## src/rtl/seg_scan_driver.sv

```systemverilog
// Time-multiplexed 7-segment scan driver.
// Shadows the BCD digits and decimal points once per frame so a frame never mixes
// old and new values, then scans one digit at a time onto shared segment lines.
// Supports optional leading-zero blanking and per-digit blink.
module seg_scan_driver #(
  parameter int DIGITS         = 4,
  parameter int CLK_SET        = 50_000_000,
  parameter int SCAN_HZ        = 1000,
  parameter int BLINK_HZ       = 2,
  parameter int SEG_ACTIVE_LOW = 1,
  parameter int AN_ACTIVE_LOW  = 1
) (
  input  logic                  clk,
  input  logic                  rst,
  input  logic                  en,
  input  logic [4*DIGITS-1:0]   bcd_in,
  input  logic [DIGITS-1:0]     dp_in,
  input  logic                  blank_lz,
  input  logic [DIGITS-1:0]     blink_en,
  output logic [7:0]            seg,
  output logic [DIGITS-1:0]     an,
  output logic                  frame_done
);

  localparam int SCAN_DIV  = CLK_SET / (SCAN_HZ * DIGITS);
  localparam int BLINK_DIV = CLK_SET / (2 * BLINK_HZ);
  localparam int DIV_W     = (SCAN_DIV > 1) ? $clog2(SCAN_DIV) : 1;
  localparam int BLK_W     = (BLINK_DIV > 1) ? $clog2(BLINK_DIV) : 1;
  localparam int IDX_W     = (DIGITS > 1) ? $clog2(DIGITS) : 1;

  logic [DIV_W-1:0]      div_q, div_d;
  logic [IDX_W-1:0]      idx_q, idx_d;
  logic [BLK_W-1:0]      blink_cnt_q, blink_cnt_d;
  logic                  phase_q, phase_d;
  logic [4*DIGITS-1:0]   shadow_bcd_q, shadow_bcd_d;
  logic [DIGITS-1:0]     shadow_dp_q, shadow_dp_d;
  logic                  load_q, load_d;
  logic [7:0]            seg_q, seg_d;
  logic [DIGITS-1:0]     an_q, an_d;
  logic                  frame_done_q, frame_done_d;

  logic                  div_wrap;
  logic                  idx_wrap;
  logic                  blink_wrap;
  logic                  frame_wrap;
  logic [4*DIGITS-1:0]   src_bcd;
  logic [DIGITS-1:0]     src_dp;
  logic [3:0]            digit;
  logic                  zero_from_idx;
  logic                  lz_blank;
  logic                  blink_blank;

  function automatic logic [6:0] seg_decode(input logic [3:0] d);
    logic [6:0] s;
    case (d)
      4'd0:    s = 7'h3F;
      4'd1:    s = 7'h06;
      4'd2:    s = 7'h5B;
      4'd3:    s = 7'h4F;
      4'd4:    s = 7'h66;
      4'd5:    s = 7'h6D;
      4'd6:    s = 7'h7D;
      4'd7:    s = 7'h07;
      4'd8:    s = 7'h7F;
      4'd9:    s = 7'h6F;
      default: s = 7'h40;
    endcase
    return s;
  endfunction

  // Terminal-count detection and selection of the digit currently being scanned.
  // Right after reset the shadow is still empty, so the incoming value is shown directly
  // on the same edge it is captured.
  always_comb begin
    div_wrap    = (div_q == DIV_W'(SCAN_DIV - 1));
    idx_wrap    = (idx_q == IDX_W'(DIGITS - 1));
    blink_wrap  = (blink_cnt_q == BLK_W'(BLINK_DIV - 1));
    frame_wrap  = en && div_wrap && idx_wrap;
    src_bcd     = load_q ? bcd_in : shadow_bcd_q;
    src_dp      = load_q ? dp_in  : shadow_dp_q;
    digit       = src_bcd[4*int'(idx_q) +: 4];
    zero_from_idx = 1'b1;
    for (int j = 0; j < DIGITS; j++) begin
      if (j >= int'(idx_q) && src_bcd[4*j +: 4] != 4'd0) begin
        zero_from_idx = 1'b0;
      end
    end
    lz_blank    = blank_lz && (idx_q != '0) && zero_from_idx;
    blink_blank = phase_q && blink_en[idx_q];
  end

  // Next-state: counters advance only while enabled; outputs go dark when disabled or blanked.
  always_comb begin
    div_d        = div_q;
    idx_d        = idx_q;
    blink_cnt_d  = blink_cnt_q;
    phase_d      = phase_q;
    shadow_bcd_d = shadow_bcd_q;
    shadow_dp_d  = shadow_dp_q;
    load_d       = load_q;
    frame_done_d = 1'b0;
    seg_d        = 8'h00;
    an_d         = '0;
    if (en) begin
      if (div_wrap) begin
        div_d = '0;
        idx_d = idx_wrap ? '0 : idx_q + IDX_W'(1);
      end else begin
        div_d = div_q + DIV_W'(1);
      end
      if (blink_wrap) begin
        blink_cnt_d = '0;
        phase_d     = ~phase_q;
      end else begin
        blink_cnt_d = blink_cnt_q + BLK_W'(1);
      end
      if (load_q || frame_wrap) begin
        shadow_bcd_d = bcd_in;
        shadow_dp_d  = dp_in;
        load_d       = 1'b0;
      end
      frame_done_d = frame_wrap;
      if (!(lz_blank || blink_blank)) begin
        an_d[idx_q] = 1'b1;
        seg_d       = {src_dp[idx_q], seg_decode(digit)};
      end
    end
  end

  // State register with synchronous reset; the load flag captures inputs on the first enabled cycle.
  always_ff @(posedge clk) begin
    if (rst) begin
      div_q        <= '0;
      idx_q        <= '0;
      blink_cnt_q  <= '0;
      phase_q      <= 1'b0;
      shadow_bcd_q <= '0;
      shadow_dp_q  <= '0;
      load_q       <= 1'b1;
      seg_q        <= 8'h00;
      an_q         <= '0;
      frame_done_q <= 1'b0;
    end else begin
      div_q        <= div_d;
      idx_q        <= idx_d;
      blink_cnt_q  <= blink_cnt_d;
      phase_q      <= phase_d;
      shadow_bcd_q <= shadow_bcd_d;
      shadow_dp_q  <= shadow_dp_d;
      load_q       <= load_d;
      seg_q        <= seg_d;
      an_q         <= an_d;
      frame_done_q <= frame_done_d;
    end
  end

  // Pin polarity applied after the registers; all-zero internal state means all lamps off.
  always_comb begin
    seg        = (SEG_ACTIVE_LOW != 0) ? ~seg_q : seg_q;
    an         = (AN_ACTIVE_LOW != 0) ? ~an_q : an_q;
    frame_done = frame_done_q;
  end

endmodule

```

## config.mk

```make
export PLATFORM = sky130hd
export DESIGN_NAME = seg_scan_driver
export DESIGN_NICKNAME = d
export VERILOG_FILES = /design/src/rtl/seg_scan_driver.sv
export SDC_FILE = /design/constraint.sdc
export NUM_CORES = 1
export LEC_CHECK = 0
export CORE_MARGIN = 3
export CORE_UTILIZATION = 55
export DETAILED_ROUTE_END_ITERATION = 7
export PLACE_DENSITY = 0.78
export REMOVE_ABC_BUFFERS = 1
export SETUP_SLACK_MARGIN = 0.1
export SLEW_MARGIN = 20
export SYNTH_ARGS = -nofsm -noshare
export SYNTH_HDL_FRONTEND = slang
export SYNTH_SLANG_ARGS = --single-unit
```

## constraint.sdc

```tcl
create_clock -name clk -period 5.7 [get_ports clk]
set_clock_uncertainty 0.2 [all_clocks]
set_input_delay 1.14 -clock clk [delete_from_list [all_inputs] [get_ports clk]]
set_output_delay 1.14 -clock clk [all_outputs]
set_load 0.03 [all_outputs]
```

# After elaboration in Yosys (flattened, before gate mapping)
# Memories as Yosys holds them, arrays and structs flattened. A register that Yosys moved wholly into a read port is not among the register bits.
# Index checks and enable logic that the tools add are counted.
# word_totals
in_bits	28
memories	1
output_inout_bits	13
ff_bits	75
elab_cells	63
mem_bits_ro	112
# op_classes
eq_ne	3
addsub	3
bitwise_logic	4
n_mux	15
magnitude_cmp	5
reduce_logical	21
shifts	1
# mem_list
name	words	word_bits	rd	rd_ports_with_merged_regs	wr	line_no	text
(name not given)	16	7	1	1	0	55	case (d)
# op_table
op	count
24-bit by 1-bit adder with 24-bit output, second input constant	1
24-bit == test, second input constant	1
24-bit two-way mux	1
16-bit two-way mux	1
4-bit nonzero test	4
16-bit by 5-bit variable part select with 4-bit output	1
14-bit by 1-bit adder with 14-bit output, second input constant	1
14-bit == test, second input constant	1
14-bit two-way mux	1
1-bit logical AND	9
8-bit inverter	1
1-bit two-way mux	7
2-bit AND reduction	3
1-bit binary-select mux with 2-bit select	2
1-bit by 2-bit >= comparator with 1-bit output, first input constant	2
4-bit two-way mux	1
4-bit inverter	1
2-bit by 3-bit < comparator with 1-bit output, second input constant	1
3-bit OR reduction	1
2-bit by 1-bit adder with 2-bit output, second input constant	1
1-bit demux with 2-bit select	1
2-bit == test, second input constant	1
2-bit by 1-bit >= comparator with 1-bit output, second input constant	1
2-bit >= comparator, first input constant	1
other kinds (5)	7

# Longest topological paths before layout
# logic_depth
word_depth	10
ltp_mapped	10
ltp_nobuf	8

# Worst setup path before layout
# OpenSTA, ideal clock, no wires.
# synth_timing
path_kind	input-to-reg
from	input port bcd_in[15]
to	register seg_q[5]
n_path_buf	0
slack_ns	2.823
setup_time_ns	0.115
path_stages	5
t_arrival_ns	2.562
required_time_ns	5.385
cell_sequence	mux4_2 -> mux2_2 -> or2_2 -> a32o_1 -> and2_1
# synth_via
elab_chain_cells	6
elab_cells_between_ends	7
classes_between	shift: 1; mux: 2; reduce/logical: 4
# synth_rtl
element	line_no	text
from (decl)	16	input logic [4*DIGITS-1:0] bcd_in,
16-bit two-way mux *	79	src_bcd = load_q ? bcd_in : shadow_bcd_q;
4-bit nonzero test	84	if (j >= int'(idx_q) && src_bcd[4*j +: 4] != 4'd0) begin
1-bit two-way mux	84	
1-bit logical AND	88	lz_blank = blank_lz && (idx_q != '0) && zero_from_idx;
1-bit logical OR	123	if (!(lz_blank || blink_blank)) begin
3-bit OR reduction (no line)	-	
to (decl)	38	logic [7:0] seg_q, seg_d;
# Every way passes the cells marked *; elsewhere a longest branch is shown, timed or not.
# A chain may end at the register's enable or synchronous reset.

==> summary.md <==
• complete, no violations — run status
• 830 ps — critical path's largest stage delay
• 28 — num rows
• 0 ps — total negative setup slack
• 1.07 mW — post-layout total power
• 0 — Antenna diodes
• 3 — depth of the CTS H-tree
• 0 — number of warnings issued by yosys
• 7200 µm — routed wire length
• 4900 µm — sum of net half-perimeters after detailed placement
• 3530 ps — data arrival at the endpoint of the critical path
• 285 MHz — highest clock frequency the design can meet
• primary input — Startpoint Class
• 469 — FILL cells
• 2 — number of buffers between clock root and the deepest sink
• 302 ps — final hold slack
• 0 — Final Hold Vio Count
• 1840 ps — worst slack, placed
• 0 — GR Overflow Total
• 2769 — number of global-route vias before repair
• 3610 µm² — netlist area before placement
• 0 — quantity of gates resized following cts
• 0 — remaining routing DRC violations
• sky130_fd_sc_hd__dfxtp_1 — most frequent cell after synthesis
• 0 — EDFF count, synth
• 1940 µm² — Multi-input gate area
• 87.0 µm — floorplan die width
• 1500 µm² — area of all sequential standard cells
• 850 ps — worst slew pin tran
• yes — clock tree from TritonCTS
• 0 — Finish-stage setup viols
• 87.0 µm — die height
• 340 ps — Clk Latency, worst-skew pair
• 7 — worst reg2reg path depth
• 253 nW/µm² — power per cell area
• 5720 ps — data required time at the worst endpoint
• 4 — Pre-antenna DRT Iters
• 0.416 — share of synthesized area occupied by flip-flops and latches
• 9.38 µm² — Synth Area per Inst
• sky130_fd_sc_hd__dfxtp_1 — primary flip-flop cell chosen by synthesis mapping
• 80 ps — post-CTS clock slew at the launch and capture registers of the worst setup and hold paths
• 0.864 — final estimated routing congestion in global placement
• 7570 µm² — Die Area
• 14.4 µm — routed wirelength normalized by instance count
• 0 — number of max-cap violations
• 2190 ps — least setup slack across all paths after layout
• 0.0731 — proportion of layout cells with a drive suffix above 1
• 2726 — vias post-DR
• 0 — fraction of registers with async set/reset
• 0 — # hold bufs at CTS
• 0.616 — final critical-path share of the clock period
• reg2reg — path category of the worst min-delay check
• register — endpoint kind of the worst setup timing path
• 0 — number of slew-limit violations in the final report
• 41 — Cell variety after synth
• 16.9% — area growth from synthesis to final layout
• 0 — antenna violations before repair
• sky130_fd_sc_hd__dfxtp_1 42%, sky130_fd_sc_hd__nor2_1 7.5%, sky130_fd_sc_hd__mux2i_1 7.2%, sky130_fd_sc_hd__mux4_2 6.9%, sky130_fd_sc_hd__xnor2_1 5.3% — top post-synthesis cells by area
• false — setup repair after global routing missed its margin
• 2 — cell depth of the worst hold path
• 41 — IO Pins
• sky130_fd_sc_hd__dfxtp_1 — post-synth top area cell
• 75 — flip-flop and latch count after synthesis
• 6 — number of cells on the critical path
• 3510 ps — clock period minus worst slack
• 75 — CTS Sinks
• 0.186 mV — worst-case vdd ir drop
• 40 — count of input and output buffers
• 0.416 — portion of synthesized cell area occupied by the leading cell type
• 86 — Starting DRT DRC Count
• 0.209 — global routing usage summed across all routing layers
• sky130_fd_sc_hd__clkdlybuf4s50_1 — cell at the slowest stage of the critical path
• 0.433 — worst slew margin relative to its limit
• 0.589 — effective utilization at floorplan
• sky130_fd_sc_hd__clkbuf_8 — clock tree root driver cell
• 461 — Final nets
• 0.689 — core utilization of the finished layout
• 75 x sky130_fd_sc_hd__dfxtp_1, 72 x sky130_fd_sc_hd__nor2_1, 26 x sky130_fd_sc_hd__mux2i_1 — commonest cells in the netlist
• 30 — largest net degree at the start of global routing
• 0 — number of antenna-violating nets in the routed design
• 12600 µm — global-route wire length before repair
• 0 — setup repair bufs after CTS
• in2reg — type of the setup path with the least slack
• 385 — gate count of the mapped netlist
• 13 — crit path max fanout
• 9 — number of clock buffers inserted by TritonCTS
• 6130 µm² — Core Region
• 5.46 — post-DR vias/cell
• 1 — sum of buffers and inverters on the critical path
• 1.62 nW — Leakage Power
• simple AND/OR/NAND/NOR gates — top cell family by delay on the critical path
• clkdlybuf4s50_1 -> nand4_1 -> or4_1 -> nor3_1 -> xnor2_1 -> nor2_1 — chain of cells forming the critical path
[final cells by class]
class | instances | share of cell area
clock inverter | 4 | 0.0122
tap | 75 | 0.0222
inverter | 22 | 0.0196
clock buffer | 11 | 0.0335
timing repair buffer | 41 | 0.0966
sequential | 75 | 0.356
multi-input combinational | 271 | 0.460
[logic make-up (layout without fill, tap and decap cells)]
logic type	after synthesis	count (layout)	synth area share
simple gates	168	168	0.227
mux	38	38	0.144
compound gates	15	15	0.0329
xor+xnor	37	37	0.0897
fa+ha+maj	13	13	0.0450
buf+inv	39	78	0.0461
flops	75	75	0.416
[stage by stage]
| step | cell area, µm² | cells |
|---|---|---|
| floorplan | 3530 | 368 |
| global placement | 4030 | 484 |
| detailed placement | 4030 | 484 |
| CTS | 4220 | 499 |
| global route | 4220 | 499 |
| finish | 4220 | 499 |
[registers in the layout (all words and copies together), names as in the netlist]
name	count
phase_q	1
div_q	14
frame_done	1
an_q	4
load_q	1
blink_cnt_q	24
idx_q	2
shadow_bcd_q	16
seg_q	8
shadow_dp_q	4
[worst paths after layout]
kind	startpoint	end	slack [ps]
setup / recovery	en	blink_cnt_q[20]$_SDFFE_PP0P_	2190
hold reg to reg	shadow_dp_q[1]$_SDFFE_PP0P_	shadow_dp_q[1]$_SDFFE_PP0P_	300
setup reg to reg	idx_q[0]$_SDFFE_PP0N_	an_q[1]$_SDFF_PP0_	2530
hold / removal	shadow_dp_q[1]$_SDFFE_PP0P_	shadow_dp_q[1]$_SDFFE_PP0P_	300
[worst reg2reg max path: cells and delay by family, from the launching register on]
kind | cells | cell delay [ps]
buf+inv | 1 | 180
flops | 1 | 880
compound gates | 1 | 160
fa+ha+maj | 1 | 290
simple gates | 4 | 1380
[power by group]
group          internal (mW)  switching (mW)  total, mW
clock network          0.212           0.188      0.400
logic                 0.0592          0.0562      0.115
registers              0.540          0.0122      0.552
total                  0.811           0.256       1.07
[routing by layer]
| metal | global-route usage | up-vias | wire length (µm) | part of all wire |
|---|---|---|---|---|
| met5 | 0 | - | 0 | 0 |
| met4 | 0.0581 | 0 | 70 | 0.0097 |
| met3 | 0.0520 | 9 | 457 | 0.063 |
| li1 | - | 1377 | - | - |
| met1 | 0.262 | 1264 | 3180 | 0.44 |
| met2 | 0.357 | 76 | 3490 | 0.48 |
[cell usage in the layout, fill, tap and decap left out, types with 2 or more instances in the layout]
cell,synthesis,layout
sky130_fd_sc_hd__nand2b_1,3,3
sky130_fd_sc_hd__or4b_1,2,2
sky130_fd_sc_hd__or2_2,2,2
sky130_fd_sc_hd__xor2_1,15,15
sky130_fd_sc_hd__clkdlybuf4s50_1,0,40
sky130_fd_sc_hd__or4_1,3,3
sky130_fd_sc_hd__and3_1,4,4
sky130_fd_sc_hd__and2_1,7,7
sky130_fd_sc_hd__clkbuf_8,0,10
sky130_fd_sc_hd__a21oi_1,4,4
sky130_fd_sc_hd__nor2_1,72,72
sky130_fd_sc_hd__ha_1,13,13
sky130_fd_sc_hd__nor2b_1,6,6
sky130_fd_sc_hd__mux4_2,11,11
sky130_fd_sc_hd__dfxtp_1,75,75
sky130_fd_sc_hd__inv_1,22,22
sky130_fd_sc_hd__nor4_1,10,10
sky130_fd_sc_hd__mux2i_1,26,26
sky130_fd_sc_hd__nand2_1,21,21
sky130_fd_sc_hd__a21boi_0,3,3
sky130_fd_sc_hd__nor3_1,10,10
sky130_fd_sc_hd__nand4_1,10,10
sky130_fd_sc_hd__nand3_1,11,11
sky130_fd_sc_hd__xnor2_1,22,22
sky130_fd_sc_hd__or3_1,2,2
Note: power is estimated with default switching activity, not from simulation.
